===== src/rtl/lcd_debug_pager.sv =====
// Debug-word pager: snapshots NUM_CHANNELS words and streams one page of them,
// MSB nibble first, into display_hex after an LCD clearAll.
module lcd_debug_pager #(
  parameter int NUM_CHANNELS      = 6,
  parameter int DATA_WIDTH        = 16,
  parameter int CHANNELS_PER_PAGE = 2,
  parameter int REFRESH_CYCLES    = 8388608,
  parameter int CLEAR_WAIT        = 100000,
  localparam int NUM_PAGES = (NUM_CHANNELS + CHANNELS_PER_PAGE - 1) / CHANNELS_PER_PAGE,
  localparam int PAGE_W    = (NUM_PAGES > 1) ? $clog2(NUM_PAGES) : 1
) (
  input  logic                               clock,
  input  logic                               reset,
  input  logic [NUM_CHANNELS*DATA_WIDTH-1:0] channel_data,
  input  logic [1:0]                         mode,
  input  logic                               step,
  input  logic                               page_next,
  input  logic                               halt,
  input  logic                               display_hex_done,
  output logic                               display_hex_start,
  output logic [3:0]                         display_hex_data_in,
  output logic                               clearAll,
  output logic [PAGE_W-1:0]                  page,
  output logic                               busy,
  output logic                               frame_done
);

  localparam int NPC    = DATA_WIDTH / 4;
  localparam int CH_W   = (NUM_CHANNELS > 1) ? $clog2(NUM_CHANNELS) : 1;
  localparam int NIB_W  = (NPC > 1) ? $clog2(NPC) : 1;
  localparam int WAIT_W = $clog2(CLEAR_WAIT + 2);
  localparam int TMR_W  = $clog2(REFRESH_CYCLES + 1);

  typedef enum logic [2:0] {IDLE, CLEAR, CWAIT, SEND, GAP} state_t;

  state_t              state_q, state_d;
  logic [PAGE_W-1:0]   page_q, page_new;
  logic                frame_pend_q, frame_pend_d;
  logic                page_pend_q, page_pend_d;
  logic [TMR_W-1:0]    timer_q, timer_d;
  logic                halt_q;
  logic [WAIT_W-1:0]   wait_q;
  logic [CH_W-1:0]     chan_q, chan_n, first_chan;
  logic [NIB_W-1:0]    nib_q, nib_n;
  logic                last_q, is_last;
  logic [3:0]          data_q, next_nib, first_nib;
  logic                trig, consume, tmr_expire;
  int                  last_ch;

  logic [DATA_WIDTH-1:0] snap_q [NUM_CHANNELS];

  // Snapshot is frozen for the whole frame; only the frame-start transition loads it.
  for (genvar gi = 0; gi < NUM_CHANNELS; gi++) begin : g_snap
    always_ff @(posedge clock) begin
      if (consume) snap_q[gi] <= channel_data[gi*DATA_WIDTH +: DATA_WIDTH];
    end
  end

  always_comb begin
    tmr_expire   = (mode == 2'd1) && (timer_q == TMR_W'(REFRESH_CYCLES - 1));
    timer_d      = (mode == 2'd1 && !tmr_expire) ? timer_q + 1'b1 : '0;
    trig         = step | page_next | tmr_expire | ((mode == 2'd2) && halt && !halt_q);
    consume      = (state_q == IDLE) && frame_pend_q;
    frame_pend_d = trig | (frame_pend_q & ~consume);
    page_pend_d  = page_next | (page_pend_q & ~consume);

    page_new = page_q;
    if (page_pend_q) page_new = (page_q == PAGE_W'(NUM_PAGES - 1)) ? '0 : page_q + 1'b1;
    first_chan = CH_W'(int'(page_new) * CHANNELS_PER_PAGE);
    first_nib  = channel_data[int'(page_new)*CHANNELS_PER_PAGE*DATA_WIDTH + DATA_WIDTH - 4 +: 4];

    // Last page may be short: clamp its final channel to the ones that exist.
    last_ch = (int'(page_q) + 1) * CHANNELS_PER_PAGE;
    if (last_ch > NUM_CHANNELS) last_ch = NUM_CHANNELS;
    last_ch = last_ch - 1;
    is_last = (nib_q == '0) && (chan_q == CH_W'(last_ch));

    if (nib_q == '0) begin
      nib_n  = NIB_W'(NPC - 1);
      chan_n = chan_q + 1'b1;
    end else begin
      nib_n  = nib_q - 1'b1;
      chan_n = chan_q;
    end
    next_nib = snap_q[chan_n][int'(nib_n)*4 +: 4];
  end

  always_ff @(posedge clock or posedge reset) begin
    if (reset) state_q <= IDLE;
    else       state_q <= state_d;
  end

  always_comb begin
    state_d = state_q;
    case (state_q)
      IDLE:    if (frame_pend_q) state_d = CLEAR;
      CLEAR:   state_d = CWAIT;
      CWAIT:   if (wait_q == '0) state_d = SEND;
      SEND:    if (display_hex_done) state_d = GAP;
      GAP:     state_d = last_q ? IDLE : SEND;
      default: state_d = IDLE;
    endcase
  end

  always_comb begin
    busy              = (state_q != IDLE);
    clearAll          = (state_q == CLEAR);
    display_hex_start = (state_q == SEND);
    frame_done        = (state_q == GAP) && last_q;
  end

  // Nibble data advances on the done edge, so it is already settled during GAP.
  always_ff @(posedge clock or posedge reset) begin
    if (reset) begin
      page_q       <= '0;
      frame_pend_q <= 1'b1;
      page_pend_q  <= 1'b0;
      timer_q      <= '0;
      halt_q       <= 1'b0;
      wait_q       <= '0;
      chan_q       <= '0;
      nib_q        <= '0;
      last_q       <= 1'b0;
      data_q       <= '0;
    end else begin
      halt_q       <= halt;
      timer_q      <= timer_d;
      frame_pend_q <= frame_pend_d;
      page_pend_q  <= page_pend_d;
      case (state_q)
        IDLE: if (frame_pend_q) begin
          page_q <= page_new;
          chan_q <= first_chan;
          nib_q  <= NIB_W'(NPC - 1);
          last_q <= 1'b0;
          data_q <= first_nib;
        end
        CLEAR: wait_q <= WAIT_W'(CLEAR_WAIT);
        CWAIT: if (wait_q != '0) wait_q <= wait_q - 1'b1;
        SEND: if (display_hex_done) begin
          last_q <= is_last;
          if (!is_last) begin
            chan_q <= chan_n;
            nib_q  <= nib_n;
            data_q <= next_nib;
          end
        end
        default: ;
      endcase
    end
  end

  assign page                = page_q;
  assign display_hex_data_in = data_q;

endmodule


===== config.mk =====
export PLATFORM = sky130hd
export DESIGN_NAME = lcd_debug_pager
export DESIGN_NICKNAME = d
export VERILOG_FILES = /design/src/rtl/lcd_debug_pager.sv
export SDC_FILE = /design/constraint.sdc
export NUM_CORES = 1
export LEC_CHECK = 0
export BUFFER_PORTS_ARGS = -buffer_cell sky130_fd_sc_hd__clkbuf_2
export CELL_PAD_IN_SITES_DETAIL_PLACEMENT = 1
export CELL_PAD_IN_SITES_GLOBAL_PLACEMENT = 2
export CORE_MARGIN = 2
export CORE_UTILIZATION = 34
export DETAILED_ROUTE_END_ITERATION = 7
export PLACE_DENSITY = 0.77
export SLEW_MARGIN = 5
export SYNTH_ARGS = -nofsm -noshare
export SYNTH_HDL_FRONTEND = slang
export SYNTH_SLANG_ARGS = --single-unit

===== constraint.sdc =====
create_clock -name clock -period 3.69 [get_ports clock]
set_clock_uncertainty 0.15 [all_clocks]
set_input_delay 0.1845 -clock clock [delete_from_list [all_inputs] [get_ports clock]]
set_output_delay 0.1845 -clock clock [all_outputs]
set_load 0.01 [all_outputs]

**Yosys cells after proc, flatten, opt, wreduce, memory -nomap -nowiden**

Memory sizes are Yosys's and may differ from the RTL's.
Cells that the tools add are included.

- Register bits after elaboration: 59
- Output and inout port bits: 10
- Logic and storage cells: 97
- Input port bits: 104
- Memory bits (writable): 96
- Memories kept: 1

Memory list:

| name | words | bits a word | rd ports | clocked after memory_dff | wr ports | line | RTL |
|---|---|---|---|---|---|---|---|
| snap_q | 6 | 16 | 1 | 0 | 6 | 50 | `logic [DATA_WIDTH-1:0] snap_q [NUM_CHANNELS];` |

- Reductions and logical operators: 21
- $add $sub $neg: 9
- Equality and inequality tests: 14
- Shift operators: 2
- $lt $le $gt $ge: 1
- Bitwise logic cells: 8
- Muxes and demuxes: 30

Operator list:

| operator | count |
|---|---|
| 96-bit by 9-bit indexed part select with 4-bit output | 1 |
| 17-bit one-hot mux with 2 select lines | 1 |
| 24-bit by 1-bit adder with 24-bit output, second input constant | 1 |
| 24-bit by 23-bit == test with 1-bit output, second input constant | 1 |
| 24-bit 2-to-1 mux | 1 |
| 3-bit 2-to-1 mux | 8 |
| 17-bit zero test | 1 |
| 17-bit 2-to-1 mux | 1 |
| 17-bit nonzero test | 1 |
| 17-bit by 1-bit subtractor with 17-bit output, second input constant | 1 |
| 16-bit by 5-bit indexed part select with 4-bit output | 1 |
| 3-bit one-hot mux with 5 select lines | 1 |
| 2-bit 2-to-1 mux | 7 |
| 4-bit 2-to-1 mux | 3 |
| 2-bit != test, second input constant | 5 |
| 8-bit by 3-bit subtractor with 9-bit output, second input constant | 1 |
| 7-bit by 5-bit adder with 8-bit output, second input constant | 1 |
| 4-bit one-hot mux with 2 select lines | 1 |
| 1-bit logical AND | 7 |
| 3-bit by 2-bit == test with 1-bit output, second input constant | 2 |
| 3-bit one-hot mux with 2 select lines | 1 |
| 3-bit AND reduction | 2 |
| 1-bit OR | 5 |
| 2-bit == test, second input constant | 2 |
| 22 further kinds | 29 |

**Depth between registers and ports, before layout**

Gate-level depths: netlist of the first run.

- Word-level depth: 9
- Gate-level depth with buffers: 10
- Mapped depth without buffers: 7

**Worst setup path before layout of the first run**

OpenSTA, ideal clock, no wires.

- Kind: flip-flop to flip-flop
- Start point: reg state_q[0]
- End point: reg chan_q[1]
- Data required time: 3.394 ns
- Cell stages (with the launch flop): 7
- Path slack: -0.173 ns
- Data arrival time: 3.567 ns
- Clock period less this slack: 3.863 ns
- Path through: dfrtp_1 clkbuf_1 nor3_1 nand2_1 clkinv_1 o22ai_1 a21oi_1

- Longest elaborated chain between the ends: 3
- Elaborated cells between the ends (all ways): 8

RTL lines:

| element | line | RTL |
|---|---|---|
| start: declaration | 36 | `state_t state_q, state_d;` |
| start signal: assignment | 90 | `else state_q <= state_d;` |
| 3-bit by 2-bit == test with 1-bit output / 3-bit zero test (equally long branches) | 130 | `case (state_q)` |
| 2-bit != test (no line) / 2-bit nonzero test (equally long branches) | -- |  |
| 4-bit AND reduction (no line) | -- |  |
| end signal: assignment | 133 | `chan_q <= first_chan;` |
| end signal: assignment | 143 | `chan_q <= chan_n;` |
| end: declaration | 43 | `logic [CH_W-1:0] chan_q, chan_n, first_chan;` |

Parallel ways exist; a longest one is shown, timed or not.
A chain may end at the register's enable or synchronous reset.

**Final worst setup path of the first run**

- Start point: reg nib_q[0]
- End point: reg data_q[1], in the netlist display_hex_data_in[1]

- Longest elaborated chain between the ends: 7
- Elaborated cells between the ends (all ways): 12

RTL lines:

| element | line | RTL |
|---|---|---|
| start: declaration | 44 | `logic [NIB_W-1:0] nib_q, nib_n;` |
| start signal: assignment | 134 | `nib_q <= NIB_W'(NPC - 1);` |
| start signal: assignment | 144 | `nib_q <= nib_n;` |
| 2-bit zero test | 76, 78 |  |
| 3-bit 2-to-1 mux | 78 | `if (nib_q == '0) begin` |
| memory read 6 x 16 bit | -- |  |
| 16-bit by 5-bit indexed part select with 4-bit output | 85 | `next_nib = snap_q[chan_n][int'(nib_n)*4 +: 4];` |
| 4-bit 2-to-1 mux | 142 | `if (!is_last) begin` |
| 4-bit 2-to-1 mux | 140 | `SEND: if (display_hex_done) begin` |
| 4-bit one-hot mux with 2 select lines | 130 |  |
| end signal: assignment | 136 | `data_q <= first_nib;` |
| end signal: assignment | 145 | `data_q <= next_nib;` |
| end: declaration | 46 | `logic [3:0] data_q, next_nib, first_nib;` |

Parallel ways exist; a longest one is shown, timed or not. The select of a mux whose other input is x is not followed.

==> metrics.yaml, run 1 <==
yosys:
  avgSynthCellArea_um2: 12.52
  yosys-top-cells-area: "edfxtp_1, dfrtp_1, mux2i_1"
  synth_top_area_share_pct: 40.41
  syn_inst: 570
  synth_nets: 678
  synth_common_cells: "edfxtp_1, dfrtp_1, nor2_1, nand2_1, mux2i_1"
  ys_warn_count: 0
  synthArstFlopShare_pct: 38.06
  postSynth.topFlopCell: "edfxtp_1"
  ys_ff_latch: 155
  netlist_area_mm2: 0.007134
  yosysMostFrequentCell: "edfxtp_1"
  yosysSeqAreaShare_pct: 61.12
  yosysTopAreaCell: "edfxtp_1"
  yosysUniqueCellTypes: 62
  synth_enable_flop_cells: 96
setup_path:
  cp_max_fo: 20
  critPathKind: "reg -> reg"
  cp-end-kind: "flip-flop"
  cp.required_ns: 3.85
  startpoint_type: "flip-flop"
  cp_data_arrival_time_ns: 3.44
finish:
  multi_input_area_mm2: 0.002586
  final_util_pct: 47.15
  antenna_cells: 0
  layout-area-overhead-vs-synth_pct: 35.01
  nets: 897
  drive_gt1_share_pct: 22.82
  fill_cells: 2165
  ff_latch_area_mm2: 0.004362
die:
  dieArea_mm2: 0.02216
  num_io_pins: 114
  floorplan.initialDensity_pct: 34.92
  die_x_um: 148.9
  coreArea_mm2: 0.02043
  die_y_um: 148.9
  core.rowCount: 52
sta:
  tns_ns: 0
  hold_viol: 0
  holdWs_ns: 0.2624
  grt_setup_unrepaired: "no"
  min_period_ns: 3.277
  slew_violations: 0
  fmax_mhz: 305.1
  fin_crit_sh_pct: 88.82
  worstMarginPinSlew_ns: 0.9878
  slew_headroom_pct: 34.05
  setup_violations: 0
grt:
  grt_pass1_vias: 6101
  grt_max_degree: 46
  antenna_found_initial: 0
  track_usage_pct: 19.95
  grt-ovfl-total: 0
  grt_first_pass_wirelength_um: 33450
drt:
  routed_wl_um: 20920
  drt_iter0_markers: 315
  vias: 5585
  drtAntennaViolNets: 0
  drt_first_pass_iters: 5
  avgViaCountPerCell: 5.210
  drc: 0
  routedWlPerCell_um: 19.51
clock_tree:
  cts_made_buffers: 17
  cts_max_path_buffers: 2
  cts_tree: "yes"
  clk_pin_slew_worst_paths_ns: 0.06
  clock_sinks: 155
  h-tree-depth: 4
  cts_root_buf: "clkbuf_16"
  ctsResizeCount: 0
  clock_latency_ns: 0.43
pwr:
  power_uw: 6504
  p_leak_uw: 0.003772
  ir_worst_vdd_uv: 349.9
  power_density_mw_per_mm2: 675.3
outcome:
  status: "complete, no violations"
job:
  drv_cap: 0
place:
  port_buffers: 113
  hpwl_um: 13510
  gp_congestion: 0.8416
worst_hold_path:
  worstHoldPathType: "in -> reg"
[cells by family (layout without fill, tap and decap cells)]
| family | after synthesis | count (layout) | synth area share [%] |
|---|---|---|---|
| simple gates | 176 | 176 | 12.57 |
| compound gates | 111 | 111 | 10.91 |
| flops | 155 | 155 | 61.12 |
| buf+inv | 51 | 283 | 2.736 |
| fa+ha+maj | 4 | 4 | 0.7015 |
| mux | 46 | 46 | 8.646 |
| xor+xnor | 27 | 27 | 3.315 |
[power by group]
part | switching, µW | leakage, µW | internal [µW] | total [µW]
Clock | 763 | 0.000268 | 944 | 1710
Combinational | 1190 | 0.00186 | 782 | 1970
Sequential | 370 | 0.00165 | 2460 | 2820
[layout make-up]
cell class                 instances  area share (%)
sequential                       155           45.28
multi-input combinational        364           26.85
timing repair buffer             228           17.56
clock buffer                      18           4.456
tap                              270           3.507
clock inverter                    14           1.429
inverter                          23          0.9093
[per-stage QoR]
step,std cells,worst slack [ns],instance area [µm²]
3_3_place_gp,935,0.6558,8014
2_1_floorplan,570,0.9584,7136
5_1_grt,1072,0.2217,9632
4_1_cts,1072,0.4088,9632
3_5_place_dp,935,0.4750,8014
6_report,1072,0.4126,9632
[registers in the layout, summed over array words and instances, names as in the netlist]
name and count:
page_pend_q 1, display_hex_data_in 4, snap_q 96, halt_q 1
timer_q 24, state_q 3, frame_pend_q 1, last_q 1
page 2, chan_q 3, nib_q 2, wait_q 17
[what timing repair did]
action	4_1_cts	5_1_grt
hold buffers	105	0
endpoints found under the setup margin	0	0
setup buffers	0	0
endpoints found under the hold margin	147	0
[cells in the final DEF, fill, tap and decap left out, drive strengths merged, types with 5 or more instances in the layout]
master         n
a2111oi        9
a211oi         6
a21oi         24
and3           5
buf           10
clkbuf       131
dfrtp         58
dlygate4sd3  105
edfxtp        96
inv           28
mux2           5
mux2i         29
mux4          12
nand2         34
nand2b         8
nand3         10
nand3b         5
nand4          9
nor2          51
nor2b         12
nor3          13
nor4           6
o211ai         5
o21ai         17
o22ai          6
o31ai          8
or4            7
xnor2         16
xor2          11
[routing by layer]
metal	wire (µm)	global-route usage (%)	share of wire [%]	vias up
met5	0	0	0	-
met4	311	5.190	1.5	0
met3	1100	4.924	5.3	22
met2	10470	33.94	50	167
met1	9038	25.60	43	2801
li1	-	-	-	2595
[final timing paths]
| check | slack (ns) | from | end | cells after the start |
|---|---|---|---|---|
| max in group asynchronous | 2.20 | reset | timer_q[2] | 4 |
| max | 0.41 | nib_q[0] | display_hex_data_in[1] | 8 |
| min reg2reg | 0.34 | timer_q[0] | timer_q[0] | 1 |
| min | 0.26 | halt | halt_q | 2 |
| max reg2reg | 0.41 | nib_q[0] | display_hex_data_in[1] | 8 |
| min in group asynchronous | 0.40 | reset | timer_q[21] | 3 |
[worst max-delay path, cell delays in order (launching register included)]
cell	delay, ns
dfrtp_1	0.53
inv_1	0.15
ha_1	0.50
xnor2_2	0.61
buf_4	0.29
mux2i_1	0.24
nand2_1	0.11
a32o_1	0.26
o32a_1	0.33
Note: power is estimated with default switching activity, not from simulation.
==> run 2: changes to the inputs <==
--- a/config.mk
+++ b/config.mk
@@ -5,13 +5,14 @@
 export SDC_FILE = /design/constraint.sdc
 export NUM_CORES = 1
 export LEC_CHECK = 0
+export ABC_AREA = 1
 export BUFFER_PORTS_ARGS = -buffer_cell sky130_fd_sc_hd__clkbuf_2
 export CELL_PAD_IN_SITES_DETAIL_PLACEMENT = 1
 export CELL_PAD_IN_SITES_GLOBAL_PLACEMENT = 2
 export CORE_MARGIN = 2
-export CORE_UTILIZATION = 34
+export CORE_UTILIZATION = 32
 export DETAILED_ROUTE_END_ITERATION = 7
-export PLACE_DENSITY = 0.77
+export PLACE_DENSITY = 0.78
 export SLEW_MARGIN = 5
 export SYNTH_ARGS = -nofsm -noshare
 export SYNTH_HDL_FRONTEND = slang
==> run 2 against run 1 <==
Effect of this change:
- wire length increased by 13%
- flip-flop and latch count stayed put
- die area grew 15%
- cell count rose by 30%
- critical path type unchanged
- critical endpoint is now display_hex_data_in[2]
==> metrics.yaml, run 2 <==
sta:
  slew_violations: 0
  grt_setup_unrepaired: "no"
  tns_ns: 0
  fin_crit_sh_pct: 74.62
  fmax_mhz: 363.2
  min_period_ns: 2.753
  worst_slack_ns: 0.9365
  hold_viol: 0
  worstMarginPinSlew_ns: 0.9010
  setup_violations: 0
  slew_headroom_pct: 39.85
yosys:
  yosysSeqAreaShare_pct: 56.48
  yosysTopAreaCell: "edfxtp_1"
  yosys-top-cells-area: "edfxtp_1, dfrtp_1, nand2_1"
  netlist_area_mm2: 0.007720
  synth_nets: 949
  yosysUniqueCellTypes: 45
  yosysMostFrequentCell: "nand2_1"
  avgSynthCellArea_um2: 9.179
  ys_ff_latch: 155
  synthArstFlopShare_pct: 38.06
  synth_common_cells: "nand2_1, inv_1, nand3_1, edfxtp_1, nor2_1"
  synth_top_area_share_pct: 37.34
  synth_enable_flop_cells: 96
  postSynth.topFlopCell: "edfxtp_1"
  syn_inst: 841
  ys_warn_count: 0
grt:
  antenna_found_initial: 0
  grt_max_degree: 102
  grt_pass1_vias: 6919
  grt_first_pass_wirelength_um: 37980
  track_usage_pct: 19.21
  grt-ovfl-total: 0
drt:
  drtAntennaViolNets: 0
  drc: 0
  routed_wl_um: 23620
  drt_iter0_markers: 310
  avgViaCountPerCell: 4.694
  routedWlPerCell_um: 16.98
  drt_first_pass_iters: 5
  vias: 6530
finish:
  final_cell_mix: "nand2_1, inv_1, clkbuf_2"
  top_regs: "snap_q (96), timer_q (24), wait_q (17)"
  largest_reg_flops: 96
  nets: 1168
  top_register: "snap_q"
  layout-area-overhead-vs-synth_pct: 31.78
  ff_latch_area_mm2: 0.004360
  drive_gt1_share_pct: 18.56
  multi_input_area_mm2: 0.002695
  antenna_cells: 0
  fill_cells: 2746
  mostFrequentLayoutCell: "nand2_1"
clock_tree:
  h-tree-depth: 4
  cts_made_buffers: 17
  clock_latency_ns: 0.43
  clk_pin_slew_worst_paths_ns: 0.07
  clock_sinks: 155
  cts_root_buf: "clkbuf_16"
  post_cts_buffers: 0
  cts_hold_buf: 104
  cts_max_path_buffers: 2
  cts_tree: "yes"
  ctsResizeCount: 0
setup_path:
  critPathKind: "reg -> reg"
  r2r_start: "nib_q[0]"
  cp-end-kind: "flip-flop"
  rr_endpoint: "display_hex_data_in[2]"
  crit_top_cell: "nand2_1"
  startpoint_type: "flip-flop"
  cp.required_ns: 3.89
  slowest_stage: "nand2_2"
  reg2reg_depth: 15
  cp_max_fo: 42
  cp_data_arrival_time_ns: 2.95
  critPathMaxStageDelay_ns: 0.49
  r2r_slack_ns: 0.94
  crit_buf_inv: 3
  critPathTopFamily: "simple AND/OR/NAND/NOR gates"
  cp_cell_sequence: "inv_1 > ha_1 > inv_2 > nand2_2 > nand2_2 > buf_4 > nand2_1 > nand3_1 > nand3_1 > nand2_1 > nand2_1 > nand2_1 > nand2_1 > nor2_1 > nor2_1"
die:
  core.rowCount: 56
  num_io_pins: 114
  floorplan.initialDensity_pct: 32.69
  die_x_um: 159.3
  dieArea_mm2: 0.02538
  die_y_um: 159.3
  coreArea_mm2: 0.02361
job:
  drv_cap: 0
worst_hold_path:
  min_from: "mode[0]"
  worstHoldPathType: "in -> reg"
  holdPathEnd: "timer_q[20]"
  min_path_cells: 5
place:
  gp_congestion: 0.7901
  port_buffers: 113
  hpwl_um: 15530
  preCtsSetupSlack_ns: 0.9204
pwr:
  ir_worst_vdd_uv: 539.7
  p_leak_uw: 0.004511
  power_density_mw_per_mm2: 762.2
outcome:
  status: "complete, no violations"
-- run 2: layout make-up --
class,instances,share of cell area (%)
Sequential cell,155,42.86
Multi-Input combinational cell,533,26.49
Timing Repair Buffer,225,16.50
Inverter,128,4.723
Clock buffer,20,4.292
Tap cell,319,3.923
Clock inverter,11,1.205
-- run 2: worst max path at each step --
| stage | from | endpoint | slack [ns] | cells after the start |
|---|---|---|---|---|
| 2_1_floorplan | state_q[0] | snap_q[0][0] | 0.77 | 5 |
| 3_3_place_gp | nib_q[0] | display_hex_data_in[0] | 1.03 | 16 |
| 3_5_place_dp | nib_q[0] | display_hex_data_in[0] | 0.92 | 16 |
| 4_1_cts | nib_q[0] | display_hex_data_in[2] | 0.92 | 15 |
| 5_1_grt | nib_q[0] | display_hex_data_in[3] | 0.65 | 16 |
| 6_report | nib_q[0] | display_hex_data_in[2] | 0.94 | 15 |
-- run 2: metal layers --
| metal | track usage [%] | vias up | part of all wire [%] |
|---|---|---|---|
| li1 | - | 3189 | - |
| met1 | 24.56 | 3195 | 45 |
| met2 | 33.89 | 131 | 51 |
| met3 | 3.464 | 15 | 3.7 |
| met4 | 4.339 | 0 | 0.84 |
| met5 | 0 | - | 0 |
-- run 2: logic make-up (layout without fill, tap and decap cells) --
| kind of cell | count (synthesis) | count (layout) | synth area share, % |
|---|---|---|---|
| buffers and inverters | 153 | 384 | 8.703 |
| AOI/OAI and AO/OA | 51 | 51 | 3.922 |
| DFF | 155 | 155 | 56.48 |
| and+or+nand+nor | 463 | 463 | 28.54 |
| adders and majority gates | 4 | 4 | 0.6483 |
| xor gates and xnor gates | 15 | 15 | 1.702 |
-- run 2: stage by stage --
| step | utilization, % | std cells | cell area (µm²) | hold slack [ns] | power, µW |
|---|---|---|---|---|---|
| after global placement | 36.31 | 1256 | 8573 | 0.1628 | 5964 |
| after global routing | 43.09 | 1391 | 10170 | 0.06485 | 8348 |
| final | 43.09 | 1391 | 10170 | 0.02162 | 7754 |
| after detailed placement | 36.31 | 1256 | 8573 | 0.1606 | 6012 |
| after floorplan | - | 841 | 7727 | 0.06593 | 5010 |
| after CTS | 43.09 | 1391 | 10170 | 0.01465 | 7866 |
-- run 2: worst reg2reg max path, delay by kind of cell, from the launching register on --
kind,cells,cell delay [ns]
flip-flops,1,0.36
AND/OR/NAND/NOR,11,1.22
buffers and inverters,3,0.61
adder cells (fa/ha/maj),1,0.35
-- run 2: report_power, final --
group          switching (µW)  internal (µW)  total (µW)  leakage, µW
clock network             736            992        1730     0.000264
logic                    2210            993        3210      0.00258
registers                 246           2570        2820      0.00167
==> run 3: changes to the inputs <==
--- a/config.mk
+++ b/config.mk
@@ -5,14 +5,14 @@
 export SDC_FILE = /design/constraint.sdc
 export NUM_CORES = 1
 export LEC_CHECK = 0
-export ABC_AREA = 1
+export ABC_AREA = 0
 export BUFFER_PORTS_ARGS = -buffer_cell sky130_fd_sc_hd__clkbuf_2
 export CELL_PAD_IN_SITES_DETAIL_PLACEMENT = 1
 export CELL_PAD_IN_SITES_GLOBAL_PLACEMENT = 2
 export CORE_MARGIN = 2
-export CORE_UTILIZATION = 32
+export CORE_UTILIZATION = 34
 export DETAILED_ROUTE_END_ITERATION = 7
-export PLACE_DENSITY = 0.78
+export PLACE_DENSITY = 0.77
 export SLEW_MARGIN = 5
 export SYNTH_ARGS = -nofsm -noshare
 export SYNTH_HDL_FRONTEND = slang
==> constraint.sdc (replaced) <==
create_clock -name clock -period 2.5 [get_ports clock]
set_clock_uncertainty 0.15 [all_clocks]
set_input_delay 0.125 -clock clock [delete_from_list [all_inputs] [get_ports clock]]
set_output_delay 0.125 -clock clock [all_outputs]
set_load 0.01 [all_outputs]
==> run 3 against run 2 <==
Effect of this change:
- the flow now finishes with violations (setup timing)
- largest cell class unchanged
- power up 31%
- sequential power increased by 42%
- worst hold slack gained 0.19 ns
- critical path depth fell by 10
- design area decreased by 0.20%
- sequential share of layout area grew 0.097 points
- global-route usage is 0.36 points higher
- critical path type unchanged
- clock power is 42% higher
- via count decreased by 12%
- core utilization up 6.6 points
- combinational power up 15%
- critical endpoint is now wait_q[12]
==> metrics.yaml, run 3 (synthesis results as in run 1) <==
grt:
  antenna_found_initial: 1
  grt_first_pass_wirelength_um: 33210
  grt_pass1_vias: 6232
  track_usage_pct: 19.56
  grt-ovfl-total: 0
  grt_max_degree: 34
drt:
  drc: 0
  drt_iter0_markers: 354
  avgViaCountPerCell: 5.140
  routed_wl_um: 21140
  drtAntennaViolNets: 0
  drt_first_pass_iters: 5
  routedWlPerCell_um: 18.85
  vias: 5762
setup_path:
  critPathMaxStageDelay_ns: 0.53
  reg2reg_depth: 5
  cp_data_arrival_time_ns: 2.71
  startpoint_type: "flip-flop"
  r2r_slack_ns: -0.01
  r2r_start: "wait_q[5]"
  critPathKind: "reg -> reg"
  slowest_stage: "or4_4"
  rr_endpoint: "wait_q[12]"
  crit_top_cell: "or4_4"
  cp_cell_sequence: "or4_4 > or4_4 > a2111o_1 > or4_4 > a21oi_2"
  cp-end-kind: "flip-flop"
  cp_max_fo: 4
  cp.required_ns: 2.69
clock_tree:
  cts_made_buffers: 17
  clock_latency_ns: 0.43
  cts_max_path_buffers: 2
  h-tree-depth: 4
  cts_root_buf: "clkbuf_16"
  cts_tree: "yes"
  clock_sinks: 155
  clk_pin_slew_worst_paths_ns: 0.07
sta:
  worstMarginPinSlew_ns: 0.7011
  grt_setup_unrepaired: "yes"
  slew_violations: 0
  fin_crit_sh_pct: 100.6
  slew_headroom_pct: 53.19
  min_period_ns: 2.515
  setup_violations: 1
  tns_ns: -0.01479
  fmax_mhz: 397.6
  worst_slack_ns: -0.01479
  hold_viol: 0
place:
  hpwl_um: 14200
  port_buffers: 113
  gp_congestion: 0.8328
  dp_cells: 977
finish:
  layout-area-overhead-vs-synth_pct: 42.32
  top_register: "snap_q"
  drive_gt1_share_pct: 29.18
  largest_reg_flops: 96
  final_cell_mix: "clkbuf_2, dlygate4sd3_1, edfxtp_1"
  nets: 945
  fin_cells: 1121
  top_regs: "snap_q (96), timer_q (24), wait_q (17)"
  fill_cells: 2186
  mostFrequentLayoutCell: "clkbuf_2"
die:
  core.rowCount: 52
  coreArea_mm2: 0.02043
  floorplan.initialDensity_pct: 34.92
  die_x_um: 148.9
  num_io_pins: 114
  dieArea_mm2: 0.02216
  die_y_um: 148.9
pwr:
  ir_worst_vdd_uv: 548.2
  power_density_mw_per_mm2: 998.7
  p_leak_uw: 0.004037
outcome:
  status: "complete, but fails checks"
  violations: "setup timing"
job:
  drv_cap: 0
worst_hold_path:
  worstHoldPathType: "in -> async"
-- run 3: final cells by class --
class | count | area [µm²] | share of cell area (%)
antenna | 1 | 2.502 | 0.02465
clock buffer | 18 | 429.2 | 4.227
clock inverter | 14 | 120.1 | 1.183
inverter | 23 | 91.34 | 0.8996
multi-input combinational | 364 | 2708 | 26.67
sequential | 155 | 4362 | 42.96
tap | 270 | 337.8 | 3.327
timing repair buffer | 276 | 2103 | 20.71
-- run 3: repair_timing --
action | 4_1_cts | 5_1_grt
setup buffers | 0 | 7
endpoints found under the hold margin | 134 | 0
pin swaps | 0 | 1
gates resized for setup | 6 | 22
hold buffers | 104 | 0
endpoints found under the setup margin | 8 | 11
-- run 3: worst max path at each step --
stage	startpoint	endpoint	slack (ns)	cells past startpoint
3_5_place_dp	wait_q[6]	wait_q[12]	-0.07	5
2_1_floorplan	wait_q[5]	wait_q[12]	-0.08	6
6_report	wait_q[5]	wait_q[12]	-0.01	5
4_1_cts	wait_q[6]	wait_q[12]	-0.02	5
3_3_place_gp	wait_q[5]	wait_q[12]	-0.01	5
5_1_grt	wait_q[5]	wait_q[12]	-0.06	5
-- run 3: worst max-delay path, delay by kind of cell, from the launching register on --
| family | cells | cell delay (ns) |
|---|---|---|
| and+or+nand+nor | 3 | 1.41 |
| AOI/OAI and AO/OA | 2 | 0.48 |
| DFF | 1 | 0.38 |
-- run 3: stage by stage --
stage / total power (µW) / hold slack, ns / util, % / worst slack (ns) / instance area [µm²]
finish: 10140 / 0.2125 / 49.70 / -0.01479 / 10150
global route: 10670 / 0.2212 / 49.70 / -0.05697 / 10150
detailed placement: 7338 / 0.09767 / 41.03 / -0.06634 / 8383
global placement: 7172 / 0.09547 / 41.03 / -0.01024 / 8383
floorplan: 5891 / 0.006430 / - / -0.08005 / 7151
CTS: 9976 / 0.1916 / 48.92 / -0.01902 / 9995
-- run 3: routing by layer --
layer | GRT usage [%] | up-vias | share of wire [%]
met4 | 6.667 | 0 | 2.0
li1 | - | 2695 | -
met2 | 33.29 | 144 | 50
met5 | 0 | - | 0
met3 | 3.761 | 29 | 4.3
met1 | 25.13 | 2894 | 43
-- run 3: power by group --
group	switching, µW	internal [µW]	total (µW)
Combinational	2120	1570	3680
Sequential	380	3620	4000
Clock	1090	1370	2460
